<file path="src/rtl/noc_pkg.sv">
// Shared NoC helpers: default item width, index-width function and round-robin wrap arithmetic.
package noc_pkg;

    localparam int ITEM_W = 8;

    function automatic int clog2(input int n);
        int r;
        int v;
        r = 0;
        v = n - 1;
        while (v > 0) begin
            r++;
            v = v >> 1;
        end
        return r;
    endfunction

    // Explicit compare-and-subtract keeps non-power-of-two port counts free of a modulo.
    function automatic int rr_next(input int g, input int ports);
        return (g == ports - 1) ? 0 : g + 1;
    endfunction

    function automatic int rr_offset(input int base, input int off, input int ports);
        int s;
        s = base + off;
        return (s >= ports) ? s - ports : s;
    endfunction

endpackage

</file>
<file path="src/rtl/fifo_rr_arbiter_rr_pick.sv">
// rr_pick: combinational round-robin picker; rotate requests to start at ptr,
// priority-encode the lowest set bit, then un-rotate the offset back to a port index.
module rr_pick
    import noc_pkg::*;
#(
    parameter int PORTS = 4,
    parameter int IDXW  = clog2(PORTS)
) (
    input  logic [PORTS-1:0] req,
    input  logic [IDXW-1:0]  ptr,
    output logic             grant_valid,
    output logic [IDXW-1:0]  grant
);

    logic [PORTS-1:0] rot;
    logic [IDXW-1:0]  offs;

    // NOTE: every variable written here gets a default first, so no path leaves it unassigned and no latch is inferred.
    always_comb begin
        rot         = '0;
        grant_valid = 1'b0;
        offs        = '0;
        for (int j = 0; j < PORTS; j++) begin
            rot[j] = req[IDXW'(rr_offset(int'(ptr), j, PORTS))];
        end
        for (int j = PORTS - 1; j >= 0; j--) begin
            if (rot[j]) begin
                grant_valid = 1'b1;
                offs        = IDXW'(j);
            end
        end
        grant = IDXW'(rr_offset(int'(ptr), int'(offs), PORTS));
    end

endmodule

</file>
<file path="src/rtl/fifo_rr_arbiter.sv">
// fifo_rr_arbiter: round-robin pop of PORTS input FIFOs into a registered valid/ready output.
// Build option ARB_SKID_EN adds a one-entry skid register and removes the out_ready -> read path.
module fifo_rr_arbiter
    import noc_pkg::*;
#(
    parameter  int ID    = -1,
    parameter  int SIZE  = ITEM_W,
    parameter  int PORTS = 4,
    localparam int IDXW  = clog2(PORTS)
) (
    input  logic                  clk,
    input  logic                  reset,
    input  logic [PORTS-1:0]      empty,
    input  logic [PORTS*SIZE-1:0] item_in,
    output logic [PORTS-1:0]      read,
    output logic [SIZE-1:0]       item_out,
    output logic [IDXW-1:0]       out_src,
    output logic                  out_valid,
    input  logic                  out_ready
);

    if (PORTS < 2 || PORTS > 16) begin : g_bad_ports
        $error("fifo_rr_arbiter %0d: PORTS=%0d outside 2..16", ID, PORTS);
    end

    logic            grant_valid;
    logic [IDXW-1:0] grant;
    logic [SIZE-1:0] grant_item;
    logic            load;
    logic            accept;

    logic [IDXW-1:0] ptr_q, ptr_d;
    logic [SIZE-1:0] item_q, item_d;
    logic [IDXW-1:0] src_q, src_d;
    logic            valid_q, valid_d;

    rr_pick #(.PORTS(PORTS), .IDXW(IDXW)) u_pick (
        .req         (~empty),
        .ptr         (ptr_q),
        .grant_valid (grant_valid),
        .grant       (grant)
    );

    always_comb begin
        grant_item = '0;
        for (int i = 0; i < PORTS; i++) begin
            if (grant == IDXW'(i)) grant_item = item_in[i*SIZE +: SIZE];
        end
    end

    assign accept = valid_q && out_ready;

`ifdef ARB_SKID_EN
    logic            skid_valid_q, skid_valid_d;
    logic [SIZE-1:0] skid_item_q, skid_item_d;
    logic [IDXW-1:0] skid_src_q, skid_src_d;

    assign load = grant_valid && !skid_valid_q && !reset;

    always_comb begin
        item_d       = item_q;
        src_d        = src_q;
        valid_d      = valid_q;
        skid_item_d  = skid_item_q;
        skid_src_d   = skid_src_q;
        skid_valid_d = skid_valid_q;
        if (accept) begin
            // A held skid entry is older than anything granted now, so it drains first.
            if (skid_valid_q) begin
                item_d       = skid_item_q;
                src_d        = skid_src_q;
                skid_valid_d = 1'b0;
            end else if (load) begin
                item_d = grant_item;
                src_d  = grant;
            end else begin
                valid_d = 1'b0;
            end
        end else if (!valid_q) begin
            if (load) begin
                item_d  = grant_item;
                src_d   = grant;
                valid_d = 1'b1;
            end
        end else if (load) begin
            skid_item_d  = grant_item;
            skid_src_d   = grant;
            skid_valid_d = 1'b1;
        end
    end

    always_ff @(posedge clk) begin
        if (reset) begin
            skid_valid_q <= 1'b0;
            skid_item_q  <= '0;
            skid_src_q   <= '0;
        end else begin
            skid_valid_q <= skid_valid_d;
            skid_item_q  <= skid_item_d;
            skid_src_q   <= skid_src_d;
        end
    end
`else
    assign load = grant_valid && (!valid_q || out_ready) && !reset;

    always_comb begin
        item_d  = item_q;
        src_d   = src_q;
        valid_d = valid_q;
        if (load) begin
            item_d  = grant_item;
            src_d   = grant;
            valid_d = 1'b1;
        end else if (accept) begin
            valid_d = 1'b0;
        end
    end
`endif

    // Priority only rotates on a pop, so a stalled output keeps the current order.
    assign ptr_d = load ? IDXW'(rr_next(int'(grant), PORTS)) : ptr_q;

    always_comb begin
        read = '0;
        if (load) read[grant] = 1'b1;
    end

    // NOTE: state uses non-blocking assignments so every flop samples the pre-edge values of the others.
    always_ff @(posedge clk) begin
        if (reset) begin
            ptr_q   <= '0;
            item_q  <= '0;
            src_q   <= '0;
            valid_q <= 1'b0;
        end else begin
            ptr_q   <= ptr_d;
            item_q  <= item_d;
            src_q   <= src_d;
            valid_q <= valid_d;
        end
    end

    assign item_out  = item_q;
    assign out_src   = src_q;
    assign out_valid = valid_q;

endmodule

</file>
<file path="config.mk">
export PLATFORM = sky130hd
export DESIGN_NAME = fifo_rr_arbiter
export DESIGN_NICKNAME = d
export VERILOG_FILES = /design/src/rtl/noc_pkg.sv /design/src/rtl/fifo_rr_arbiter_rr_pick.sv /design/src/rtl/fifo_rr_arbiter.sv
export SDC_FILE = /design/constraint.sdc
export NUM_CORES = 1
export LEC_CHECK = 0
export ABC_AREA = 1
export CAP_MARGIN = 20
export CORE_ASPECT_RATIO = 1.5
export CORE_MARGIN = 3
export CORE_UTILIZATION = 40
export DETAILED_ROUTE_END_ITERATION = 6
export PLACE_DENSITY = 0.79
export SLEW_MARGIN = 20
export SYNTH_ARGS = -nofsm -noshare
export SYNTH_HDL_FRONTEND = slang
export SYNTH_SLANG_ARGS = --single-unit
</file>
<file path="constraint.sdc">
create_clock -name clk -period 3.52 [get_ports clk]
set_clock_uncertainty 0.2 [all_clocks]
set_input_delay 0.528 -clock clk [delete_from_list [all_inputs] [get_ports clk]]
set_output_delay 0.528 -clock clk [all_outputs]
set_load 0.005 [all_outputs]
</file>
==> key figures <==
Outcome
  • Status: finished clean

Route
  • DR DRC count: 0
  • Metal3 WL: 170 microns
  • Via count: 1343
  • Iteration-0 DRC Markers: 17
  • Met2 WL: 1830 microns
  • Wire length on met1: 1160 microns
  • Routed WL per cell: 11.8 microns
  • Antenna viol nets, final: 0
  • Drt total wl: 3260 microns
  • Vias/cell: 4.87
  • Pre-Repair DR Iteration Count: 4
  • Highest metal used: met4

Synth
  • Synth Area per Inst: 6.27 sq um
  • Post-Syn Nets: 222
  • Syn Inst Count: 178
  • Mapped cell area: 1120 sq um
  • Post-synthesis compound-gate area fraction: 12.2%
  • Largest family of logic cells by synthesized area: simple AND/OR/NAND/NOR gates
  • Simple-Gate Fraction of Synth Area: 45.7%
  • Yosys Warn Count: 0
  • Adder-Cell Fraction of Synth Area: 5.61%
  • Mux cell area share after synthesis: 0%
  • Count of cell types in the netlist: 23
  • Sequential area share after synthesis: 23.3%
  • Post-Synth XOR/XNOR Area: 0.785%
  • Post-synthesis register bit count: 13

Global routing
  • Vias in the first global route: 1460
  • First-pass GRT wire length: 5640 microns
  • GRT overflow: 0
  • Largest net degree at the start of global routing: 18
  • Total GRT Usage: 20.0%
  • Antenna violations before repair: 0

Place
  • Gp weighted congestion: 0.898
  • Port Buffers: 53
  • Placed instance count: 272
  • Detailed placer's ending HPWL: 2680 microns
  • Placed Instance Area: 1720 sq um

Setup path
  • Crit path max-delay family: buffers and inverters
  • CP Buf/Inv Count: 5
  • CP Class: in -> out
  • Worst-path maximum fanout: 4
  • Arrival time at the worst endpoint: 2.68 ns
  • Endpoint type of the worst setup path: output pin
  • Setup crit start kind: input pin
  • Cells along the critical path: clkdlybuf4s50_1 > inv_1 > nand2_2 > nand2_2 > nand2_2 > nand2_2 > a31oi_1 > nor2_1 > ha_2 > xor2_2 > inv_1 > nand3_2 > nand2_2 > ha_2 > inv_1 > nor2_2 > clkbuf_2
  • CP peak stage delay: 0.49 ns
  • Most Frequent Cell on Critical Path: nand2_2
  • Slowest CP cell: clkdlybuf4s50_1
  • Critical Path RT: 2.79 ns

Timing
  • Slew Viols, Final: 0
  • Final Cycle Share: 96.8%
  • Worst slew pin tran: 0.449 ns
  • FMAX: 294 MHz
  • Finish-stage setup viols: 0
  • RSZ-0062 raised after global routing: true
  • Final Hold Fails: 0
  • Shortest clock period the worst path allows after layout: 3.41 ns
  • Slew headroom: 69.9%

Floorplan
  • Die Y: 70.7 microns
  • Ports: 54
  • Core area: 2560 sq um
  • Die Footprint: 3470 sq um
  • FP Rows: 22
  • Initial Util: 43.6%
  • Chip Width: 49.1 microns

CTS
  • Clk buf depth: 2
  • H-tree Lvls: 1
  • Post-CTS Setup Inserts: 0
  • Clk slew on worst S/H paths: 0.07 ns
  • Clk sinks: 13
  • CTS tree: yes
  • Worst skew pair latency: 0.28 ns
  • Total CTS buffers: 3
  • Clock Tree Root: clkbuf_4

Power and ir drop
  • Total power: 1.71 mW
  • Max IR drop VDD: 815 uV
  • PwrDens: 970 nW/um^2
  • LEAKAGE: 0.842 nW

Finish
  • # fillers: 216
  • Final layout net count: 285
  • Final std cell area, no fill: 1770 sq um
  • Area Overhead vs Synth: 58.3%
  • Finished Layout Cells: 276
  • Layout cells sized above 1: 21.7%
  • # diodes: 0

Job
  • Max_cap viols: 0

Min path
  • Hold crit path type: reg -> reg
repair_timing:
action | 4_1_cts | 5_1_grt
setup endpoints to repair | 4 | 12
gates resized for setup | 11 | 22
hold buffers | 0 | 0
pin swaps | 0 | 4
synthesized netlist by cell type, drive strengths merged:
library cell,instances,area (sq um)
inv,17,71.3
nand3,16,110
clkbuf,3,11.3
dfxtp,13,260
ha,5,62.6
nand4,1,6.26
a21oi,9,45.0
a31oi,1,6.26
nor2,15,71.3
buf,5,55.1
o21ai,17,85.1
nand2,75,323
xor2,1,8.76
through the flow:
step	setup slack [ns]	hold slack, ns	setup TNS (ns)	util (%)
after floorplan	0.445	0.253	0	-
final	0.114	0.261	0	69.0
after detailed placement	-0.289	0.254	-1.76	67.3
after CTS	0.000938	0.265	0	68.6
after global routing	-0.0150	0.287	-0.0150	69.0
after global placement	-0.234	0.247	-0.738	67.3
layout make-up:
cell class                 instances  area (sq um)  share of cell area [%]
sequential                        13           260                    14.7
tap                               36          45.0                    2.55
inverter                          17          71.3                    4.04
timing repair buffer              66           613                    34.7
multi-input combinational        140           751                    42.5
clock buffer                       4          26.3                    1.49
registers in the layout, summed over array words and instances (netlist names):
register	count
out_src	2
ptr_q	2
item_out	8
out_valid	1
worst register-to-register path: cells and delay by family (launching register included):
kind,cells,cell delay (ns)
xor gates and xnor gates,1,0.15
AOI/OAI and AO/OA,3,0.41
adders and majority gates,2,0.36
DFF,1,0.59
and+or+nand+nor,12,0.93
buffers and inverters,5,0.52
per-layer routing:
metal / track usage, % / vias up
met5: 0 / -
met3: 2.74 / 9
met4: 12.7 / 0
met1: 18.0 / 601
li1: - / 686
met2: 40.1 / 47
logic make-up (layout without fill, tap and decap cells):
kind of cell / Yosys count / count (layout)
AND/OR/NAND/NOR: 107 / 107
AO/OA/AOI/OAI: 27 / 27
buffers and inverters: 25 / 87
flip-flops: 13 / 13
adder cells (fa/ha/maj): 5 / 5
XOR/XNOR: 1 / 1
cells in the final DEF (no fill, tap or decap):
| master | synthesis | routed |
|---|---|---|
| a21oi_1 | 9 | 9 |
| a31oi_1 | 1 | 1 |
| buf_2 | 1 | 2 |
| buf_4 | 1 | 13 |
| clkbuf_1 | 3 | 1 |
| clkbuf_2 | 0 | 2 |
| clkbuf_4 | 0 | 3 |
| clkdlybuf4s50_1 | 0 | 47 |
| dfxtp_1 | 13 | 13 |
| dlymetal6s2s_1 | 0 | 2 |
| ha_1 | 5 | 2 |
| ha_2 | 0 | 3 |
| inv_1 | 14 | 12 |
| inv_2 | 2 | 4 |
| inv_8 | 1 | 1 |
| nand2_1 | 66 | 62 |
| nand2_2 | 7 | 11 |
| nand2_4 | 1 | 1 |
| nand2_8 | 1 | 1 |
| nand3_1 | 10 | 9 |
| nand3_2 | 6 | 7 |
| nand4_1 | 1 | 1 |
| nor2_1 | 13 | 12 |
| nor2_2 | 0 | 1 |
| nor2_4 | 2 | 2 |
| o21ai_0 | 17 | 12 |
| o21ai_1 | 0 | 5 |
| xor2_2 | 0 | 1 |
final timing paths:
| check | from | endpoint | slack, ns | cells past startpoint |
|---|---|---|---|---|
| setup / recovery | empty[1] | read[2] | 0.11 | 17 |
| hold / removal | item_out[3] | item_out[3] | 0.26 | 2 |
| setup reg to reg | ptr_q[0] | item_out[3] | 0.31 | 23 |
| hold reg to reg | item_out[3] | item_out[3] | 0.26 | 2 |
power breakdown:
group          switching [mW]  internal (mW)  leakage [nW]  total (mW)
Clock                  0.0472         0.0440        0.0150      0.0911
Combinational           0.743          0.624         0.719        1.37
Sequential             0.0524          0.204         0.108       0.256
Power figures use the tool's default switching activity.
